<file path="src/rtl/permuter_arb_stage_pkg.sv">
// Shared definitions for the 2x2 arbitrating permuter stage: mode encodings and default widths.
package permuter_arb_stage_pkg;

    localparam logic [1:0] PERM_MODE_ARB      = 2'd0;
    localparam logic [1:0] PERM_MODE_STRAIGHT = 2'd1;
    localparam logic [1:0] PERM_MODE_SWAP     = 2'd2;
    localparam logic [1:0] PERM_MODE_RSVD     = 2'd3;

    localparam int unsigned PERM_DATA_W = 128;
    localparam int unsigned PERM_PRIO_W = 8;
    localparam int unsigned PERM_CNT_W  = 16;

endpackage

</file>
<file path="src/rtl/permuter_arbiter.sv">
// Combinational swap decision: priority arbitration with round-robin tie-break, plus
// per-input deflect flags (indexed by input, so they can travel with the flits).
module permuter_arbiter
    import permuter_arb_stage_pkg::*;
#(
    parameter int unsigned PRIO_W = PERM_PRIO_W
) (
    input  logic [1:0]        valid,
    input  logic [1:0]        dir,
    input  logic [PRIO_W-1:0] prio0,
    input  logic [PRIO_W-1:0] prio1,
    input  logic              rr,
    input  logic [1:0]        mode,
    output logic              swap,
    output logic              tie_used,
    output logic [1:0]        deflect
);

    logic tie;
    logic win1;
    logic arb_swap;

    assign tie = (valid == 2'b11) && (prio0 == prio1);

    always_comb begin
        win1 = 1'b0;
        unique case (valid)
            2'b01:   win1 = 1'b0;
            2'b10:   win1 = 1'b1;
            2'b11:   win1 = tie ? rr : (prio1 > prio0);
            default: win1 = 1'b0;
        endcase
    end

    // The winner lands on its desired port; the loser takes whatever is left.
    assign arb_swap = (valid != 2'b00) && (win1 ? ~dir[1] : dir[0]);

    always_comb begin
        swap     = arb_swap;
        tie_used = 1'b0;
        unique case (mode)
            PERM_MODE_STRAIGHT: swap = 1'b0;
            PERM_MODE_SWAP:     swap = 1'b1;
            default: begin
                swap     = arb_swap;
                tie_used = tie;
            end
        endcase
    end

    // in0 leaves on port 'swap', in1 on port '~swap'.
    assign deflect[0] = valid[0] & (swap ^ dir[0]);
    assign deflect[1] = valid[1] & ~(swap ^ dir[1]);

endmodule

</file>
<file path="src/rtl/permuter_arb_stage.sv">
// Pipelined 2x2 permuter node: arbitrated straight/swap, registered outputs, stall and a
// saturating deflection counter.
module permuter_arb_stage
    import permuter_arb_stage_pkg::*;
#(
    parameter int unsigned DATA_W = PERM_DATA_W,
    parameter int unsigned PRIO_W = PERM_PRIO_W,
    parameter int unsigned CNT_W  = PERM_CNT_W
) (
    input  logic              clk,
    input  logic              reset,
    input  logic              hold,
    input  logic [1:0]        mode,
    input  logic [1:0]        in_valid,
    input  logic [1:0]        in_dir,
    input  logic [PRIO_W-1:0] in_prio0,
    input  logic [PRIO_W-1:0] in_prio1,
    input  logic [DATA_W-1:0] in_data0,
    input  logic [DATA_W-1:0] in_data1,
    output logic [1:0]        out_valid,
    output logic [PRIO_W-1:0] out_prio0,
    output logic [PRIO_W-1:0] out_prio1,
    output logic [DATA_W-1:0] out_data0,
    output logic [DATA_W-1:0] out_data1,
    output logic [1:0]        out_deflect,
    output logic [CNT_W-1:0]  deflect_cnt
);

    logic              rr_q;
    logic              swap;
    logic              tie_used;
    logic [1:0]        deflect_in;
    logic [1:0]        valid_d;
    logic [1:0]        deflect_d;
    logic [PRIO_W-1:0] prio0_m, prio1_m;
    logic [DATA_W-1:0] data0_m, data1_m;
    logic [1:0]        pop;
    logic [CNT_W:0]    cnt_sum;
    logic [CNT_W-1:0]  cnt_d;

    permuter_arbiter #(
        .PRIO_W (PRIO_W)
    ) u_arbiter (
        .valid    (in_valid),
        .dir      (in_dir),
        .prio0    (in_prio0),
        .prio1    (in_prio1),
        .rr       (rr_q),
        .mode     (mode),
        .swap     (swap),
        .tie_used (tie_used),
        .deflect  (deflect_in)
    );

    // Empty slots carry zero payload and priority.
    assign prio0_m = in_valid[0] ? in_prio0 : '0;
    assign prio1_m = in_valid[1] ? in_prio1 : '0;
    assign data0_m = in_valid[0] ? in_data0 : '0;
    assign data1_m = in_valid[1] ? in_data1 : '0;

    assign valid_d   = swap ? {in_valid[0], in_valid[1]} : in_valid;
    assign deflect_d = swap ? {deflect_in[0], deflect_in[1]} : deflect_in;

    assign pop     = {1'b0, deflect_d[0]} + {1'b0, deflect_d[1]};
    assign cnt_sum = {1'b0, deflect_cnt} + {{(CNT_W-1){1'b0}}, pop};
    assign cnt_d   = cnt_sum[CNT_W] ? {CNT_W{1'b1}} : cnt_sum[CNT_W-1:0];

    always_ff @(posedge clk) begin
        if (!reset) begin
            out_valid   <= '0;
            out_prio0   <= '0;
            out_prio1   <= '0;
            out_data0   <= '0;
            out_data1   <= '0;
            out_deflect <= '0;
            deflect_cnt <= '0;
            rr_q        <= 1'b0;
        end else if (!hold) begin
            out_valid   <= valid_d;
            out_prio0   <= swap ? prio1_m : prio0_m;
            out_prio1   <= swap ? prio0_m : prio1_m;
            out_data0   <= swap ? data1_m : data0_m;
            out_data1   <= swap ? data0_m : data1_m;
            out_deflect <= deflect_d;
            deflect_cnt <= cnt_d;
            if (tie_used) begin
                rr_q <= ~rr_q;
            end
        end
    end

endmodule

</file>
<file path="config.mk">
export PLATFORM = sky130hd
export DESIGN_NAME = permuter_arb_stage
export DESIGN_NICKNAME = d
export VERILOG_FILES = /design/src/rtl/permuter_arb_stage_pkg.sv /design/src/rtl/permuter_arbiter.sv /design/src/rtl/permuter_arb_stage.sv
export SDC_FILE = /design/constraint.sdc
export NUM_CORES = 1
export LEC_CHECK = 0
export CORE_AREA = 2 2 234 236
export CTS_CLUSTER_DIAMETER = 60
export DETAILED_ROUTE_END_ITERATION = 7
export DIE_AREA = 0 0 236 238
export HOLD_SLACK_MARGIN = 0.1
export PLACE_DENSITY_LB_ADDON = 0.25
export SLEW_MARGIN = 0
export SYNTH_ARGS = -nofsm -noshare
export SYNTH_HDL_FRONTEND = slang
export SYNTH_SLANG_ARGS = --single-unit
</file>
<file path="constraint.sdc">
create_clock -name clk -period 4.5 [get_ports clk]
set_clock_uncertainty 0.15 [all_clocks]
set_input_delay 0.675 -clock clk [delete_from_list [all_inputs] [get_ports clk]]
set_output_delay 0.675 -clock clk [all_outputs]
set_load 0.05 [all_outputs]
</file>
---- Word-level counts from Yosys, hierarchy flattened ----
Index checks and enable logic that the tools add are counted.
Widths: inputs -> output; s select.
operators by class
  add/sub/neg operators ................... 2
  $mul .................................... 0
  div/mod/pow operators ................... 0
  $lt $le $gt $ge ......................... 1
  equal/unequal tests ..................... 5
  shift operators ......................... 0
  multiplexer cells ....................... 16
  bitwise operators ....................... 8
  reductions and logical operators ........ 5
operators by type and width
  cell                count
  $mux 128            4
  $mux 8              4
  $add 16x2->17       1
  $mux 16             1
  $eq 8x8->1          1
  $gt 8x8->1          1
  $eq 2x2->1 const B  3
  $mux 2              2
  $not 1->1           4
  $pmux 1 s2          2
  $mux 1              3
  $add 1x1->2         1
  $and 1x1->1         2
  $eq 2x1->1 const B  1
  $logic_and 1x1->1   2
  $reduce_and 2->1    1
  $reduce_bool 2->1   1
  $reduce_or 2->1     1
  $xor 1x1->1         2
storage, ports and cells
  register bits after elaboration ......... 293
  latch bits .............................. 0
  memory bits (writable) .................. 0
  bits in read-only memories .............. 0
  bits of input ports ..................... 281
  output and inout port bits .............. 292
  word-level logic and storage cells ...... 45
  memories ................................ 0

---- Depth between registers and ports, before layout ----
  depth after elaboration ................. 14
  mapped depth ............................ 16

---- By module ----
From an unflattened synthesis, not the netlist that was laid out.
second synthesis, totals
  cells, all modules ...................... 1413
  area total of the unflattened synthesis .. 12959.9 µm²
modules (own cells, without submodules)
  module              instances  cells each  area an instance (µm²)
  permuter_arb_stage  1          1358        12554.5
  permuter_arbiter    1          55          405.4

---- Least setup slack after synthesis ----
OpenSTA, ideal clock, no wires.
  path type ............................... input port to flip-flop
  start ................................... in in_prio1[0]
  end ..................................... reg deflect_cnt[12]
  setup time .............................. 0.116 ns
  arrival ................................. 3.517 ns
  required time ........................... 4.234 ns
  slack ................................... 0.717 ns
  stages .................................. 16
  cells stage by stage .................... inv_1 -> ha_1 -> nand2b_4 -> a2111oi_4 -> o211ai_2 -> mux2i_2 -> buf_4 -> o211ai_1 -> nand2b_1 -> fa_1 -> ha_1 -> nand4_1 -> nor2_1 -> and3_1 -> nand3_1 -> o211a_1
on the way
  cells in the longest elaborated chain, start to end .. 14
ends and longest elaborated chain
  item                                                                line                      text
  start, declared                                                     permuter_arb_stage.sv:17  input logic [PRIO_W-1:0] in_prio1,
  parallel branches: the longest is 2 deep, another holds $gt 8x8->1  --
  $mux 1 (*)                                                          permuter_arbiter.sv:30    2'b11: win1 = tie ? rr : (prio1 > prio0);
  $pmux 1 s2 (*)                                                      permuter_arbiter.sv:27    unique case (valid)
  $mux 1 (*)                                                          permuter_arbiter.sv:36    assign arb_swap = (valid != 2'b00) && (win1 ? ~dir[1] : dir[0]);
  $logic_and 1x1->1 (*)                                               permuter_arbiter.sv:36
  $pmux 1 s2 (*)                                                      permuter_arbiter.sv:41    unique case (mode)
  $xor 1x1->1                                                         permuter_arbiter.sv:53    assign deflect[1] = valid[1] & ~(swap ^ dir[1]);
  $not 1->1                                                           permuter_arbiter.sv:53
  $and 1x1->1                                                         permuter_arbiter.sv:53
  $mux 2 (*)                                                          permuter_arb_stage.sv:62  assign deflect_d = swap ? {deflect_in[0], deflect_in[1]} : deflect_in;
  net deflect_d[0]                                                    permuter_arb_stage.sv:34  logic [1:0] deflect_d;
  $add 1x1->2 (*)                                                     permuter_arb_stage.sv:64  assign pop = {1'b0, deflect_d[0]} + {1'b0, deflect_d[1]};
  $add 16x2->17 (*)                                                   permuter_arb_stage.sv:65  assign cnt_sum = {1'b0, deflect_cnt} + {{(CNT_W-1){1'b0}}, pop};
  $mux 16 (*)                                                         permuter_arb_stage.sv:66  assign cnt_d = cnt_sum[CNT_W] ? {CNT_W{1'b1}} : cnt_sum[CNT_W-1:0];
  end signal, assigned                                                permuter_arb_stage.sv:85  deflect_cnt <= cnt_d;
  end, declared                                                       permuter_arb_stage.sv:26  output logic [CNT_W-1:0] deflect_cnt
Mark *: on every way through the listed nets, which the timed path passes.
A chain may end at the register's enable or synchronous reset.

---- Worst setup path after layout ----
  start ................................... in in_prio0[5]
  end ..................................... reg out_data0[75]
on the way
  cells in the longest elaborated chain, start to end .. 8
ends and longest elaborated chain
  item                                                                line                      text
  start, declared                                                     permuter_arb_stage.sv:16  input logic [PRIO_W-1:0] in_prio0,
  parallel branches: the longest is 2 deep, another holds $gt 8x8->1  --
  $mux 1 (*)                                                          permuter_arbiter.sv:30
  $pmux 1 s2 (*)                                                      permuter_arbiter.sv:27
  $mux 1 (*)                                                          permuter_arbiter.sv:36
  $logic_and 1x1->1 (*)                                               permuter_arbiter.sv:36
  $pmux 1 s2 (*)                                                      permuter_arbiter.sv:41
  $mux 128 (*)                                                        permuter_arb_stage.sv:82  out_data0 <= swap ? data1_m : data0_m;
  end signal, assigned                                                permuter_arb_stage.sv:82
  end, declared                                                       permuter_arb_stage.sv:23  output logic [DATA_W-1:0] out_data0,
Every way passes the cells marked *.

==> impl_metrics.toml <==
[status]
status = "finished clean"

[floorplanning]
chipWidth_um = 236
num_rows = 85
die-area_um2 = 56200
core-area_um2 = 53500
num_io_pins = 573
start_util = 0.299
die_h_um = 238

[place]
placedCellCount = 2818
gp_congestion = 0.828
io_buffer_count = 572
dp_hpwl_um = 42900

[route]
dr.pass1.iters = 5
drt_iter0_markers = 939
viasPerCell = 5.52
drc = 0
wire_per_inst_um = 22.6
route.vias.total = 16000
detail-route-antenna-nets = 0
routed_wl_um = 65300

[yosys]
yosys-top-cells-count = "dfxtp_1, a21oi_1, o21ai_0, nor3b_1, a211oi_2"
synth_top_area_cell = "dfxtp_1"
ys_warn_count = 0
yosysMostFrequentCell = "dfxtp_1"
ys_ff_latch = 293
synthesis.nets = 2025
synth_top_area_frac = 0.367
ys_seq_area_frac = 0.367
synth.cell_area_um2 = 16000
ys.flop_type = "dfxtp_1"
syn-mean-instance-area_um2 = 9.22
synth_cells = 1733
async_flop_share = 0
yosysUniqueCellTypes = 44
synth_enable_flop_cells = 0
yosys-top-cells-area = "dfxtp_1, a211oi_2, nor3b_1, a21oi_1, o21ai_0"

[clocking]
clk_pin_slew_ns = 0.06
cts.sinks = 293
cts_tree = "built"
cts_buffers = 41
postCtsSetupBuffers = 0
cts_resized = 0
htreeDepth = 2
cts_hold_buf = 0
insertion_delay_ns = 0.55
cts_max_path_buffers = 3
clockRootBuffer = "clkbuf_16"

[global_routing]
globalRouteOverflowTotal = 0
grt_pass1_wl_um = 98300
grt.total_usage = 0.220
first_global_vias = 16100
antenna_found_initial = 4
grt_max_degree = 151

[min_path]
min-delay-start = "deflect_cnt[10]$_SDFFE_PN0N_"
hold_class = "reg2reg"

[finish]
fin_nets = 2457
register_area_um2 = 5870
final_cells = 2895
nFillCells = 5146
drive_gt1_frac = 0.170
multi_input_area_um2 = 8980
syn_to_final_growth_pct = 46.4

[sta]
worstMarginPinSlew_ns = 1.17
max_freq_mhz = 258
rsz0062_at_grt = "false"
min_period_ns = 3.87
finalSetupViolations = 0
slew_headroom = 0.220
slew_viol_final = 0
fin_setup_tns_ns = 0
finalCritPeriodShare = 0.860
whs_ns = 0.335
final-hold-violation-count = 0

[setup_path]
worstSetupPathType = "in2reg"
endpoint_kind = "flip-flop"
critPathLaunchType = "primary input"
cpPeakStageDelay_ns = 0.53
crit_chain = "clkdlybuf4s50_1, inv_1, ha_1, and4_1, nand4_1, or2_1, a31oi_4, buf_12, buf_12, nor3b_1, a211oi_2"
cp_common_cell = "buf_12"
cp-startpoint = "in_prio0[5]"
regToRegStartpoint = "rr_q$_SDFFE_PN0P_"
cp_slowest_cell = "buf_12"
crit_fanout = 150
crit_required_ns = 4.82
crit_arrival_ns = 4.20

[power_and_ir_drop]
switchingPower_mw = 3.28
vdd_drop_max_mv = 0.276
power_frac_comb = 0.315
p_leak_nw = 7.58
netSwitchingFraction = 0.359
internal_power_mw = 5.84
clkPwrFrac = 0.362
seqPwrFrac = 0.323
pwr_density_cell_nw_per_um2 = 390

[run]
cap_violations = 0
[critical path: cells and delay by family]
family	cells	cell delay, ns
and+or+nand+nor	4	0.85
AOI/OAI and AO/OA	2	0.49
adders and majority gates	1	0.30
buffers and inverters	4	1.46
[through the flow]
stage | cell area, um2 | power [mW] | utilization | setup slack, ns
after global placement | 22000 | 5.84 | 0.412 | 0.175
after floorplan | 16000 | 4.83 | - | 0.717
after detailed placement | 22000 | 5.88 | 0.412 | 0.0804
final | 23400 | 9.12 | 0.437 | 0.629
after CTS | 23400 | 9.22 | 0.437 | 0.670
after global routing | 23400 | 9.47 | 0.437 | 0.450
[cell usage in the layout, fill, tap and decap left out, drive strengths merged, types with 7 or more instances in the layout]
cell type and count:
a211oi 275, a21oi 284, buf 38, clkbuf 58, clkdlybuf4s50 568, clkinv 7, dfxtp 293, ha 10
inv 18, nand2 9, nand4 7, nor2 10, nor3b 273, o21ai 281
[power groups by stage]
| stage | clock, mW | combinational [mW] | sequential, mW |
|---|---|---|---|
| 2_1_floorplan | 0 | 1.08 | 3.75 |
| 3_5_place_dp | 0 | 2.88 | 3.00 |
| 5_1_grt | 3.49 | 3.02 | 2.97 |
| 6_report | 3.30 | 2.87 | 2.95 |
| 4_1_cts | 3.39 | 2.89 | 2.95 |
| 3_3_place_gp | 0 | 2.85 | 2.99 |
[sequential cells by signal (all words and copies together), names as in the netlist]
register	flops
deflect_cnt	16
out_data1	128
out_deflect	2
out_valid	2
out_data0	128
out_prio0	8
out_prio1	8
rr_q	1
[path summary, 6_finish.rpt]
path	endpoint	slack, ns	cells past startpoint
setup / recovery	out_data0[75]$_SDFFE_PN0N_	0.63	11
hold / removal	deflect_cnt[10]$_SDFFE_PN0N_	0.34	1
setup reg to reg	out_data0[75]$_SDFFE_PN0N_	1.65	6
hold reg to reg	deflect_cnt[10]$_SDFFE_PN0N_	0.34	1
[final cells by class]
cell class | count | area share
diodes | 5 | 0.000535
clock buffers | 58 | 0.0522
clock inverters | 14 | 0.00620
inverters | 14 | 0.00246
multi-input cells | 1209 | 0.384
flip-flops and latches | 293 | 0.251
well taps | 696 | 0.0372
repair buffers | 606 | 0.267
[cells by family after synthesis]
| family | after synthesis | synth area share |
|---|---|---|
| AO/OA/AOI/OAI | 855 | 0.397 |
| XOR/XNOR | 10 | 0.00548 |
| adder cells (fa/ha/maj) | 11 | 0.00908 |
| buffers and inverters | 231 | 0.0724 |
| flip-flops | 293 | 0.367 |
| multiplexers | 2 | 0.00149 |
| AND/OR/NAND/NOR | 331 | 0.148 |
[metal layers]
layer	global-route usage	up-vias	routed length [um]
met5	0	-	12
met3	0.0733	98	5700
met2	0.362	589	31000
met1	0.271	7895	26900
met4	0.0668	2	1690
li1	-	7382	-
Note: power is estimated with default switching activity, not from simulation.
